## config.mk

```make
export PLATFORM = sky130hd
export DESIGN_NAME = adc_sample_averager
export DESIGN_NICKNAME = d
export VERILOG_FILES = /design/src/rtl/adc_sample_averager.sv
export SDC_FILE = /design/constraint.sdc
export NUM_CORES = 1
export LEC_CHECK = 0
export CORE_ASPECT_RATIO = 0.7
export CORE_MARGIN = 2
export CORE_UTILIZATION = 45
export CTS_BUF_LIST = sky130_fd_sc_hd__clkbuf_2
export CTS_CLUSTER_SIZE = 8
export DETAILED_ROUTE_END_ITERATION = 12
export PLACE_DENSITY = 0.66
export SYNTH_ARGS = -nofsm -noshare
export SYNTH_HDL_FRONTEND = slang
export SYNTH_SLANG_ARGS = --single-unit
```

## constraint.sdc

```tcl
create_clock -name clk -period 2.2 [get_ports clk]
set_input_delay 0.66 -clock clk [delete_from_list [all_inputs] [get_ports clk]]
set_output_delay 0.66 -clock clk [all_outputs]
set_load 0.03 [all_outputs]
```

## src/rtl/adc_sample_averager.sv

```systemverilog
// Block averager for the two ADC channels: accumulates 2^LOG2_AVG frames per window
// and presents the averages plus per-window min/max on a valid/ready output register.
module adc_sample_averager #(
  parameter int DW       = 14,
  parameter int LOG2_AVG = 4
) (
  input  logic                clk,
  input  logic                rst_n,
  input  logic                run,
  input  logic                smp_strobe,
  input  logic [DW-1:0]       smp_ch1,
  input  logic [DW-1:0]       smp_ch2,
  input  logic                out_ready,
  input  logic                clr_ovf,
  output logic                out_valid,
  output logic [DW-1:0]       avg_ch1,
  output logic [DW-1:0]       avg_ch2,
  output logic [DW-1:0]       min_ch1,
  output logic [DW-1:0]       max_ch1,
  output logic [DW-1:0]       min_ch2,
  output logic [DW-1:0]       max_ch2,
  output logic [LOG2_AVG-1:0] win_cnt,
  output logic                overrun
);

  localparam int AW = DW + LOG2_AVG;
  localparam logic [LOG2_AVG-1:0] LAST_FRAME = '1;
  localparam logic [LOG2_AVG-1:0] CNT_ONE    = LOG2_AVG'(1);

  typedef enum logic [1:0] {
    S_IDLE,
    S_ACCUM,
    S_LOAD
  } state_t;

  state_t r_state;

  logic r_sync1, r_sync2, r_sync3;
  logic w_edge;

  logic signed [AW-1:0] r_accCh1, r_accCh2;
  logic signed [AW-1:0] w_extCh1, w_extCh2;
  logic signed [DW-1:0] w_smpCh1, w_smpCh2;
  logic signed [DW-1:0] r_minCh1, r_maxCh1, r_minCh2, r_maxCh2;
  logic [LOG2_AVG-1:0]  r_winCnt;

  logic                 r_outValid;
  logic                 r_overrun;
  logic [DW-1:0]        r_avgCh1, r_avgCh2;
  logic [DW-1:0]        r_outMin1, r_outMax1, r_outMin2, r_outMax2;
  logic                 w_inLoad;
  logic                 w_loadOk;

  // Only the strobe is synchronised; the data words are stable while it is high.
  always_ff @(posedge clk or negedge rst_n) begin
    if (!rst_n) begin
      r_sync1 <= 1'b0;
      r_sync2 <= 1'b0;
      r_sync3 <= 1'b0;
    end else begin
      r_sync1 <= smp_strobe;
      r_sync2 <= r_sync1;
      r_sync3 <= r_sync2;
    end
  end

  assign w_edge   = r_sync2 & ~r_sync3;
  assign w_smpCh1 = signed'(smp_ch1);
  assign w_smpCh2 = signed'(smp_ch2);
  assign w_extCh1 = {{LOG2_AVG{smp_ch1[DW-1]}}, smp_ch1};
  assign w_extCh2 = {{LOG2_AVG{smp_ch2[DW-1]}}, smp_ch2};

  // Window state machine and accumulation datapath; run=0 discards any partial window.
  always_ff @(posedge clk or negedge rst_n) begin
    if (!rst_n) begin
      r_state  <= S_IDLE;
      r_accCh1 <= '0;
      r_accCh2 <= '0;
      r_minCh1 <= '0;
      r_maxCh1 <= '0;
      r_minCh2 <= '0;
      r_maxCh2 <= '0;
      r_winCnt <= '0;
    end else if (!run) begin
      r_state  <= S_IDLE;
      r_accCh1 <= '0;
      r_accCh2 <= '0;
      r_minCh1 <= '0;
      r_maxCh1 <= '0;
      r_minCh2 <= '0;
      r_maxCh2 <= '0;
      r_winCnt <= '0;
    end else begin
      case (r_state)
        S_IDLE: begin
          r_accCh1 <= '0;
          r_accCh2 <= '0;
          r_minCh1 <= '0;
          r_maxCh1 <= '0;
          r_minCh2 <= '0;
          r_maxCh2 <= '0;
          r_winCnt <= '0;
          r_state  <= S_ACCUM;
        end
        S_ACCUM: begin
          if (w_edge) begin
            r_accCh1 <= r_accCh1 + w_extCh1;
            r_accCh2 <= r_accCh2 + w_extCh2;
            if (r_winCnt == '0) begin
              r_minCh1 <= w_smpCh1;
              r_maxCh1 <= w_smpCh1;
              r_minCh2 <= w_smpCh2;
              r_maxCh2 <= w_smpCh2;
            end else begin
              if (w_smpCh1 < r_minCh1) r_minCh1 <= w_smpCh1;
              if (w_smpCh1 > r_maxCh1) r_maxCh1 <= w_smpCh1;
              if (w_smpCh2 < r_minCh2) r_minCh2 <= w_smpCh2;
              if (w_smpCh2 > r_maxCh2) r_maxCh2 <= w_smpCh2;
            end
            r_winCnt <= r_winCnt + CNT_ONE;
            if (r_winCnt == LAST_FRAME) r_state <= S_LOAD;
          end
        end
        S_LOAD: begin
          r_accCh1 <= '0;
          r_accCh2 <= '0;
          r_minCh1 <= '0;
          r_maxCh1 <= '0;
          r_minCh2 <= '0;
          r_maxCh2 <= '0;
          r_winCnt <= '0;
          r_state  <= S_ACCUM;
        end
        default: begin
          r_state <= S_IDLE;
        end
      endcase
    end
  end

  assign w_inLoad = (r_state == S_LOAD);
  assign w_loadOk = ~r_outValid | out_ready;

  // Result register: the upper accumulator bits are the arithmetic shift by LOG2_AVG,
  // which floors toward negative infinity. A window finishing under backpressure is dropped.
  always_ff @(posedge clk or negedge rst_n) begin
    if (!rst_n) begin
      r_outValid <= 1'b0;
      r_overrun  <= 1'b0;
      r_avgCh1   <= '0;
      r_avgCh2   <= '0;
      r_outMin1  <= '0;
      r_outMax1  <= '0;
      r_outMin2  <= '0;
      r_outMax2  <= '0;
    end else begin
      if (w_inLoad && w_loadOk) begin
        r_outValid <= 1'b1;
        r_avgCh1   <= r_accCh1[AW-1:LOG2_AVG];
        r_avgCh2   <= r_accCh2[AW-1:LOG2_AVG];
        r_outMin1  <= r_minCh1;
        r_outMax1  <= r_maxCh1;
        r_outMin2  <= r_minCh2;
        r_outMax2  <= r_maxCh2;
      end else if (r_outValid && out_ready) begin
        r_outValid <= 1'b0;
      end

      if (w_inLoad && !w_loadOk) begin
        r_overrun <= 1'b1;
      end else if (clr_ovf) begin
        r_overrun <= 1'b0;
      end
    end
  end

  assign out_valid = r_outValid;
  assign overrun   = r_overrun;
  assign avg_ch1   = r_avgCh1;
  assign avg_ch2   = r_avgCh2;
  assign min_ch1   = r_outMin1;
  assign max_ch1   = r_outMax1;
  assign min_ch2   = r_outMin2;
  assign max_ch2   = r_outMax2;
  assign win_cnt   = r_winCnt;

endmodule

```

==> results.md, run 1 <==
- The run finished, with violations left.
- The checks that failed: setup timing.
- Synthesis produced a netlist with a net count of 1256.
- The first global-routing pass estimated 53700 um of wire.
- The maximum vdd ir drop is 0.408 mV.
- The synthesized netlist contains 68 unique library cells.
- The share of the Yosys chip area taken by registers is 0.432.
- TritonCTS built the clock tree.
- For the worst setup path, the data required time is 2.96 ns.
- In the post-synthesis netlist, the cell with the most instances is sky130_fd_sc_hd__dfrtp_1.
- The count of input and output buffers is 123.
- Timing would allow up to 0.411 GHz.
- After the last flow step, the layout net total stands at 1671.
- In this run the deepest clock path goes through 2 buffers.
- Of the cells placed in the final design, the portion with a size suffix greater than 1 is 0.404.
- The later-pin clock latency in the skew report is 0.85 ns.
- The detail route stage leaves a number of antenna-violating nets equal to 0.
- During synthesis, Yosys emitted a total of 0 warnings.
- The share of flip-flops with an asynchronous set or reset is 1.00.
- The buffer type at the clock tree root is sky130_fd_sc_hd__clkbuf_2.
- CTS saw 187 sinks.
- The clock period minus final worst setup slack is 2.44 ns.
- From bottom edge to top edge, the die measures 134 um.
- The power density relative to cell area is 435 mW/mm2.
- The commonest cells after synthesis are 187 x sky130_fd_sc_hd__dfrtp_1, 144 x sky130_fd_sc_hd__nand2_1, 101 x sky130_fd_sc_hd__o21ai_0.
- The summed instance area of the synthesized netlist is 0.0108 mm2.
- At the end of routability-driven placement, the weighted congestion stood at 0.895.
- The type of the worst min-delay path is input pin to asynchronous set/reset pin.
- The first-pass detailed-route iteration total is 5.
- The count of final setup violators is 54.
- In this run the count of I/O pins placed on the die edge is 124.
- The die covers 0.0253 mm2.
- The pre-CTS worst setup slack is -1.01 ns.
- Counting every instance in the synthesized netlist gives 1130.
- The number of enable flip-flop cells after synthesis is 0.
- The die outline width is 189 um.
- The core region is 0.0236 mm2.
- The final cell count without fillers is 1877.
- Of all nets on the critical path, the largest fanout is 6.
- The startpoint type of the worst setup path is a register.
- The number of placed instances, taps included, is 1754.
- After synthesis, the cell types taking the most area are sky130_fd_sc_hd__dfrtp_1 43%, sky130_fd_sc_hd__ha_1 10%, sky130_fd_sc_hd__nand2_1 5.0%.
- The H-tree was split into 4 levels.
- Setup repair after global routing could not meet its margin everywhere.
- The max-slew violation count came to 0.
- The kind of capture point of the worst setup path is a register.
- After detailed routing, the total wire length is 34800 um.
- The initial utilization of the core area, before any placement, comes to 0.458.
- After synthesis, the mean cell area works out to 9.58 um2.
- The clock-pin slew on the worst setup and hold paths is 0.36 ns.
- Headroom to the max-slew limit came out at 0.654.
- From synthesis to final layout, the design area changed by 48.3%.
- Counting the buffers created by CTS gives 17.
- The number of remaining DRC errors is 0.
- The max-capacitance violation count is 0.
- Entering global routing, the biggest net connects 50 pins.
- The final period utilization is 1.11.
- The number of rows in the core area is 47.
- The overall overflow remaining after global route is 0.
- Between clock sinks in the finished design, the worst skew comes to 0.0794 ns.
- Dividing the detail-routed wire length by the instance count gives 18.5 um.
- The total number of vias is 10300.
- The via-per-instance ratio is 5.50.
- The total negative slack is -9.02 ns.
- The share of synthesized area in the top cell type comes to 0.432.
- The library cell with the largest summed area after synthesis is sky130_fd_sc_hd__dfrtp_1.
- For the pin with the worst max-slew slack, the measured transition is 0.519 ns.
- For this run, the total global-route usage over all layers was measured as 0.274.
- Synthesis inferred 187 register bits.
- The critical path data arrival time is 3.20 ns.
- Measured on the finished design, the core utilization comes to 0.679.
- The detailed router finished its first iteration with 1009 violations.
- The setup path with the least slack is of type register to register.
- The final setup slack of the worst path is -0.236 ns.
- The most common flop cell mapped by yosys is sky130_fd_sc_hd__dfrtp_1.
- The count of endpoints failing hold in the final timing report is 0.
- The analysis attributes to cell leakage a power of 7.62 nW.
- The number of antenna violations at the first check in global routing is 1.
- The number of global-route vias before repair is 9699.
- The HPWL after detailed placement is 24700 um.
==> path summary, 6_finish.rpt <==
| check | startpoint | end | slack [ns] | depth (start not counted) |
|---|---|---|---|---|
| max | r_maxCh2[3] | r_maxCh2[1] | -0.24 | 11 |
| min | rst_n | r_minCh2[4] | 0.24 | 2 |
| max reg2reg | r_maxCh2[3] | r_maxCh2[1] | -0.24 | 11 |
| min reg2reg | r_sync1 | r_sync2 | 0.37 | 0 |
| max in group asynchronous | rst_n | r_accCh2[11] | 1.25 | 3 |
| min in group clk | smp_strobe | r_sync1 | 0.28 | 1 |
==> metrics by stage <==
step                power, mW  hold WS (ns)  cell area, um2
global route             7.31         0.158           16000
finish                   6.99         0.242           16000
detailed placement       4.97         0.349           14700
global placement         4.94         0.334           14700
floorplan                4.28         0.331           11300
CTS                      6.94         0.156           15300
==> cells by family after synthesis <==
| group | Yosys count | share of synthesized area |
|---|---|---|
| compound gates | 305 | 0.183 |
| xor+xnor | 21 | 0.0170 |
| fa+ha+maj | 92 | 0.108 |
| buf+inv | 135 | 0.0510 |
| flops | 187 | 0.432 |
| mux | 61 | 0.0652 |
| simple gates | 329 | 0.144 |
==> power breakdown <==
| part | total (mW) | internal [mW] | leakage [nW] | switching [mW] |
|---|---|---|---|---|
| sequential | 3.58 | 3.52 | 2.30 | 0.0615 |
| clock | 1.86 | 0.456 | 0.134 | 1.40 |
| combinational | 1.55 | 0.757 | 5.18 | 0.790 |
| total | 6.99 | 4.73 | 7.62 | 2.26 |
==> cell usage in the layout (no fill, tap or decap), types with 31 or more instances in the layout <==
cell type,count
sky130_fd_sc_hd__clkdlybuf4s50_1,31
sky130_fd_sc_hd__nand2_1,142
sky130_fd_sc_hd__a21oi_1,37
sky130_fd_sc_hd__buf_6,63
sky130_fd_sc_hd__buf_4,306
sky130_fd_sc_hd__mux2_2,36
sky130_fd_sc_hd__nand3_1,39
sky130_fd_sc_hd__nor2_1,35
sky130_fd_sc_hd__o21ai_0,83
sky130_fd_sc_hd__ha_1,62
sky130_fd_sc_hd__inv_1,71
sky130_fd_sc_hd__dfrtp_1,187
==> metal layers <==
| metal | share of wire | track usage |
|---|---|---|
| met1 | 0.49 | 0.425 |
| met4 | 0.018 | 0.0685 |
| met3 | 0.072 | 0.0535 |
| met5 | 0 | 0 |
| met2 | 0.42 | 0.388 |
==> critical path, stage by stage (launching register included) <==
cell,delay [ns]
sky130_fd_sc_hd__dfrtp_1,0.48
sky130_fd_sc_hd__inv_2,0.09
sky130_fd_sc_hd__ha_4,0.20
sky130_fd_sc_hd__a21o_1,0.15
sky130_fd_sc_hd__a21o_1,0.15
sky130_fd_sc_hd__a221o_1,0.34
sky130_fd_sc_hd__a21oi_2,0.17
sky130_fd_sc_hd__buf_4,0.14
sky130_fd_sc_hd__o21ai_4,0.09
sky130_fd_sc_hd__buf_6,0.15
sky130_fd_sc_hd__o21a_1,0.19
sky130_fd_sc_hd__o211ai_1,0.19
==> timing repair <==
item,CTS,global route
hold buffers,1,0
setup endpoints to repair,155,139
hold endpoints to repair,84,0
resized for setup,560,126
pin swaps,24,51
gates cloned,7,1
buffers inserted,44,37
==> sequential cells by signal, indices dropped and copies added (netlist names), 2 cells and up <==
register and cells:
min_ch1 14, avg_ch1 14, max_ch2 14, r_state 2
r_maxCh2 14, r_accCh1 18, r_maxCh1 14, win_cnt 4
min_ch2 14, r_accCh2 18, avg_ch2 14, r_minCh2 14
max_ch1 14, r_minCh1 14
==> area by class of cell <==
type	instances	area (um2)
Clock inverter	15	158
Multi-Input combinational cell	809	6490
Fill cell	1891	7590
Antenna cell	1	2.50
Sequential cell	187	4680
Tap cell	318	398
Inverter	78	293
Timing Repair Buffer	452	3940
Clock buffer	17	85.1
Power figures use the tool's default switching activity.
==> run 2, diff against run 1 <==
CORE_MARGIN = 1.5   (was 2)
CORE_UTILIZATION = 53   (was 45)
PLACE_DENSITY = 0.76   (was 0.66)
==> run 2 against run 1 <==
  * Core utilization up 9.4 points
  * First-iteration DRC count down 18%
  * Clock power up 3%
  * Critical endpoint is now r_maxCh1[2]
  * The run still ends with setup timing left
  * Largest power group unchanged
  * Worst hold slack worse by 0.013 ns
==> results.md, run 2 (synthesis results as in run 1) <==
- The internal power consumption is 4.72 mW.
- On the final layout, the worst clock skew is 0.0550 ns.
- The worst-case IR drop observed on VDD is 0.268 mV.
- The number of buffers created by CTS is 17.
- The number of rows in the core area is 43.
- The detail-routed net length per standard cell is 18.8 um.
- In the layout the commonest cells are 267 x sky130_fd_sc_hd__buf_4, 187 x sky130_fd_sc_hd__dfrtp_1, 144 x sky130_fd_sc_hd__nand2_1, 85 x sky130_fd_sc_hd__o21ai_0, 70 x sky130_fd_sc_hd__inv_1.
- At the pin with the least slew margin, the transition time is 0.527 ns.
- In the final layout, the registers with the most flip-flops are r_accCh1 (18), r_accCh2 (18).
- The net count of the finished layout is 1636.
- The routed design uses 2930 um of met3 wire.
- The final route contains 10300 vias.
- Across the run, the number of max-cap violations was 0.
- The type of the worst min-delay path is input pin to register.
- The later pin in the worst-skew pair is clocked with a latency of 0.84 ns.
- The number of remaining DRC errors is 0.
- The startpoint type of the worst setup path is a register.
- Of all nets on the critical path, the largest fanout is 13.
- Once detail routing completed, the nets flagged for antenna violations numbered 0.
- Counting every sink on the clock net gives 187.
- The via-per-instance ratio is 5.75.
- The number of global-route vias before repair is 10100.
- After global routing the overflow that remains totals 0.
- The H-tree level count is 4.
- The CTS tree is built.
- The power density relative to cell area is 454 mW/mm2.
- Once routing completed, OpenROAD measured the worst setup slack at -0.187 ns.
- Setup repair after global routing could not meet its margin everywhere.
- The critical path data arrival time is 3.11 ns.
- The cell seen most often among critical-path stages is sky130_fd_sc_hd__a21oi_2.
- Traced cell by cell, the critical path runs through inv_2 > ha_4 > a21o_1 > a21oi_2 > o221ai_2 > a221oi_2 > o21ai_1 > a21oi_2 > buf_12 > mux2_2.
- The buffer type at the clock tree root is sky130_fd_sc_hd__clkbuf_2.
- The HPWL after detailed placement is 24100 um.
- Once layout is done, the placed cells without fillers occupy 0.0154 mm2.
- Once layout is complete, the cells apart from fillers number 1793.
- The startpoint-to-endpoint class of the critical path is register to register.
- The stage delay of the slowest cell on the critical path is 0.46 ns.
- Across the whole layout, storage elements account for 0.00468 mm2.
- For this block, wires on met1 add up to 15500 um.
- The height of the chip is 123 um.
- The final total power is 6.98 mW.
- The number of antenna violations at the first check in global routing is 1.
- The standby leakage power is 7.37 nW.
- The share of total power dissipated in combinational logic is 0.214.
- The first global-routing pass estimated 52800 um of wire.
- The smallest clock period supported by the final layout is computed as 2.39 ns.
- Broken down by cell family, the worst path's largest delay share belongs to compound AO/OA/AOI/OAI gates.
- 124 I/O pins were placed.
- The first-pass detailed-route iteration total is 8.
- The count of endpoints failing hold in the final timing report is 0.
- The power dissipated by switching net loads is 2.26 mW.
- The final period utilization is 1.09.
- The maximum buffer depth of the clock tree is 2.
- The final reports fail on setup timing.
- The count of input and output buffers is 123.
- The repair_antennas step left the layout with diodes totalling 0.
- The leading cell type in the layout, fill and taps excluded is sky130_fd_sc_hd__buf_4.
- The congestion estimate from routability-driven global placement came to 0.903.
- The flow ran to the end, but the final reports show violations.
- In this run the horizontal extent of the chip is 174 um.
- Counting the fill cells in the layout gives 1365.
- Setup violations remaining at the end of the flow were counted as 57.
- The highest layer used for signal routing is met5.
- At the worst endpoint, the required time is 2.92 ns.
- Headroom to the max-slew limit came out at 0.649.
- The cell with the largest stage delay on the worst path is sky130_fd_sc_hd__dfrtp_1.
- The post-detailed-placement cell area is 0.0145 mm2.
- The core region area is 0.0199 mm2.
- The setup check on the worst reg-to-reg path leaves a slack of -0.19 ns.
- The share of layout cells above drive strength 1 is 0.387.
- After the first detailed-routing iteration, the DRC count stood at 824.
- The clock-pin slew on the worst setup and hold paths is 0.30 ns.
- The synthesis-to-finish area growth is 42.1%.
- The worst setup path is captured at a register.
- The met2 layer wire length in the routed design is 14800 um.
- The pre-CTS worst setup slack is -1.06 ns.
- Of the total power, the share spent switching nets is 0.324.
- Of the total power, the clock network draws 0.273.
- The number of buffer and inverter instances along the worst setup path is 2.
- The initial utilization of the core area, before any placement, comes to 0.544.
- The pin count of the biggest net entering global routing is 54.
- The maximum clock rate is 0.419 GHz.
- The fraction of power consumed by sequential logic is 0.512.
- The post-placement cell count is 1696.
- The multi-input logic area is 0.00646 mm2.
- The area of the die is 0.0213 mm2.
- The routed design has 33700 um of wire.
- The global-route total usage across every layer is 0.320.
- The max-slew violation count was 0.
## run 2: cell count changes in the layout (fill, tap and decap cells not counted), sizes merged, moves of 3 or more
| cell | delta |
|---|---|
| buf | -37 |
| clkdlybuf4s50 | -7 |
| clkinv | +4 |
| clkinvlp | -4 |
| dlygate4sd2 | +4 |
| dlymetal6s2s | +3 |
## run 2: worst paths after layout
path,start,cells past startpoint,to
max in group asynchronous,rst_n,3,r_state[0]
hold reg to reg,r_sync1,0,r_sync2
hold / removal,smp_strobe,1,r_sync1
min in group asynchronous,rst_n,2,r_maxCh2[6]
setup reg to reg,r_maxCh1[3],10,r_maxCh1[2]
setup / recovery,r_maxCh1[3],10,r_maxCh1[2]
## run 2: timing repair
action	4_1_cts	5_1_grt
resized for setup	510	95
setup buffers	39	22
endpoints found under the hold margin	47	0
pin swaps	31	36
cloned	6	0
endpoints found under the setup margin	153	101
hold buffers	1	0
## run 2: power by group through the flow
stage | registers (mW) | logic [mW] | clock network (mW)
2_1_floorplan | 3.61 | 0.662 | 0
3_3_place_gp | 3.62 | 1.29 | 0
3_5_place_dp | 3.63 | 1.34 | 0
4_1_cts | 3.57 | 1.42 | 1.93
5_1_grt | 3.59 | 1.61 | 2.07
6_report | 3.58 | 1.50 | 1.91
## run 2: area by class of cell
cell class | count | area share
multi-input cells | 811 | 0.420
inverters | 78 | 0.0190
well taps | 270 | 0.0220
clock inverters | 15 | 0.0114
clock buffers | 17 | 0.00553
repair buffers | 415 | 0.218
flip-flops and latches | 187 | 0.304
## run 2: stage by stage
step	utilization	setup TNS (ns)	hold slack, ns
global placement	0.730	-72.30	0.333
CTS	0.751	-3.12	0.184
floorplan	-	-8.99	0.331
detailed placement	0.730	-75.31	0.336
finish	0.772	-4.56	0.228
global route	0.772	-9.28	0.165
## run 2: layer usage
| metal | vias up | GRT usage |
|---|---|---|
| met5 | - | 0 |
| met4 | 2 | 0.0824 |
| met3 | 59 | 0.0781 |
| met2 | 414 | 0.488 |
| met1 | 5014 | 0.458 |
| li1 | 4823 | - |
==> run 3, diff against run 2 <==
SETUP_SLACK_MARGIN = 0.15   (was unset)
==> run 3 against run 2 <==
  * The run still ends with setup timing left
  * Global-route usage increased by 0.13 points
  * Count of clock-buffer cells in the layout unchanged
  * First-iteration DRC count up 33%
  * Final area is 5.1% higher
==> results.md, run 3 (synthesis results as in run 1) <==
- The height of the chip is 123 um.
- From synthesis to final layout, the design area changed by 49.4%.
- Before antenna repair, the detailed router went through 6 iterations.
- The max-slew violation count was 0.
- The startpoint type of the worst setup path is a register.
- Entering global routing, the biggest net connects 65 pins.
- The required arrival time at the worst endpoint is 2.91 ns.
- The signal on the critical path passes through inv_2 > ha_4 > a21o_1 > a21o_1 > a221o_1 > a21oi_2 > o2111a_2 > buf_6 > o21a_1 > o211ai_1.
- The total number of vias is 10600.
- Setup repair after global routing could not meet its margin everywhere.
- TritonCTS built the clock tree.
- The number of global-route vias before repair is 10100.
- The boundary pin count is 124.
- The number of buffer and inverter instances along the worst setup path is 2.
- The H-tree was split into 4 levels.
- Setup slack on the critical path of the routed design comes to -0.226 ns.
- The HPWL after detailed placement is 23700 um.
- The final reports fail on setup timing.
- After detailed routing, the total wire length is 35200 um.
- The global routing's busiest layer is met2.
- The total negative slack is -7.23 ns.
- The finished layout holds 1817 standard cells, fillers aside.
- The kind of cell adding the most delay to the critical path is compound AO/OA/AOI/OAI gates.
- The startpoint-to-endpoint class of the critical path is register to register.
- After floorplanning, the core was sized to cover 0.0199 mm2.
- The die covers 0.0213 mm2.
- The final period utilization is 1.10.
- CTS saw 187 sinks.
- The pre-CTS worst setup slack is -1.00 ns.
- Once layout is complete, the utilization of the core stands at 0.812.
- The library cells used most frequently in the layout, excluding fill and tap cells, are 275 x sky130_fd_sc_hd__buf_4, 185 x sky130_fd_sc_hd__dfrtp_1, 144 x sky130_fd_sc_hd__nand2_1, 112 x sky130_fd_sc_hd__buf_6, 79 x sky130_fd_sc_hd__o21ai_0.
- Measured against its own limit, the worst slew margin works out to 0.639.
- The routed design could run at a clock period as short as 2.43 ns.
- The cell area after layout is 0.0162 mm2.
- The wire length of the first global-routing pass is 53200 um.
- The maximum buffer depth of the clock tree is 2.
- In this run the static leakage power is 7.68 nW.
- The number of buffers created by CTS is 17.
- The number of antenna violations at the first check in global routing is 0.
- The met2 track demand over resource is 0.478.
- The filler cells instantiated in the layout total 1157.
- The count of antenna diodes in the layout is 0.
- The global-route total usage across every layer is 0.321.
- Once placement completed, the tool counted placed cells totaling 1690.
- The final total power is 7.03 mW.
- The post-detailed-placement cell area is 0.0145 mm2.
- Among all stages on the critical path, the largest delay is contributed by sky130_fd_sc_hd__dfrtp_1.
- Timing would allow up to 0.412 GHz.
- After global routing the overflow that remains totals 0.
- The number of nets with antenna violations after detailed routing is 0.
- Counting stages on the worst path, the most repeated cell is sky130_fd_sc_hd__a21o_1.
- After detailed routing, the number of remaining DRC violations is 0.
- The buffer type at the clock tree root is sky130_fd_sc_hd__clkbuf_2.
- For the pin with the worst max-slew slack, the measured transition is 0.537 ns.
- The net count reported at finish is 1660.
- In the final routed layout, each cell accounts on average for 19.4 um.
- Clock-pin slew was measured on the worst setup and hold paths at 0.31 ns.
- The power density relative to cell area is 435 mW/mm2.
- The critical-path maximum fanout is 6.
- Buffers placed on the I/O ports in this run total 123.
- The stage delay of the slowest cell on the critical path is 0.47 ns.
- The tool flagged a number of max-cap violations equal to 0.
- In the global route stage, met3 resource usage came out at 0.0843.
- The tightest hold path in the finished design has a slack of 0.212 ns.
- The via-per-instance ratio is 5.83.
- The met1 track demand over resource is 0.465.
- The worst setup path is captured at a register.
- For this configuration, the core starts out at a cell density of 0.544.
- The run finished, with violations left.
- Setup violations remaining at the end of the flow were counted as 62.
- Of the cells placed in the final design, the portion with a size suffix greater than 1 is 0.412.
- The library cell used most frequently in the layout, excluding fill and tap cells, is sky130_fd_sc_hd__buf_4.
- At the end of routability-driven placement, the weighted congestion stood at 0.918.
- The later pin in the worst-skew pair is clocked with a latency of 0.84 ns.
- In this run, the number of DRC markers left after iteration 0 of detailed routing was 1095.
- The largest clock skew in the final design is 0.0589 ns.
- The tightest min-delay check is of the input pin to register type.
- In the final layout, the registers with the most flip-flops are r_accCh1 (18), r_accCh2 (18).
- Data arrives at the worst endpoint at 3.14 ns.
- The number of rows in the core area is 43.
- The maximum vdd ir drop is 0.304 mV.
- The die outline width is 174 um.
- The count of endpoints failing hold in the final timing report is 0.
-- run 3: path summary, 6_finish.rpt --
check                            start          end  slack (ns)  depth (start not counted)
setup reg to reg           r_maxCh2[3]  r_maxCh2[1]       -0.23                         10
setup / recovery           r_maxCh2[3]  r_maxCh2[1]       -0.23                         10
min in group asynchronous        rst_n   min_ch2[6]        0.24                          2
hold / removal              smp_strobe      r_sync1        0.21                          1
max in group asynchronous        rst_n  r_accCh1[5]        1.26                          3
hold reg to reg                r_sync1      r_sync2        0.40                          0
-- run 3: area by class of cell --
class | count | area, um2 | share of cell area
Multi-Input combinational cell | 812 | 6590 | 0.407
Inverter | 78 | 293 | 0.0181
Clock buffer | 17 | 85.1 | 0.00526
Sequential cell | 187 | 4680 | 0.290
Tap cell | 270 | 338 | 0.0209
Clock inverter | 15 | 170 | 0.0105
Timing Repair Buffer | 438 | 4010 | 0.248
-- run 3: layer usage --
metal  share of wire  vias to the layer above
met5               0                        -
met4           0.016                        0
met3           0.098                       63
met2            0.44                      529
met1            0.45                     5126
li1                -                     4868
-- run 3: where the power goes --
part | switching (mW) | total [mW] | internal, mW
combinational | 0.816 | 1.55 | 0.735
sequential | 0.0596 | 3.58 | 3.52
clock | 1.42 | 1.91 | 0.483
-- run 3: what timing repair did --
action                     in CTS  in global routing
hold buffers                    1                  0
hold endpoints to repair       32                  0
cloned                          4                  3
buffers inserted               51                 36
pin swaps                      47                 57
resized for setup             698                 60
setup endpoints to repair     164                170
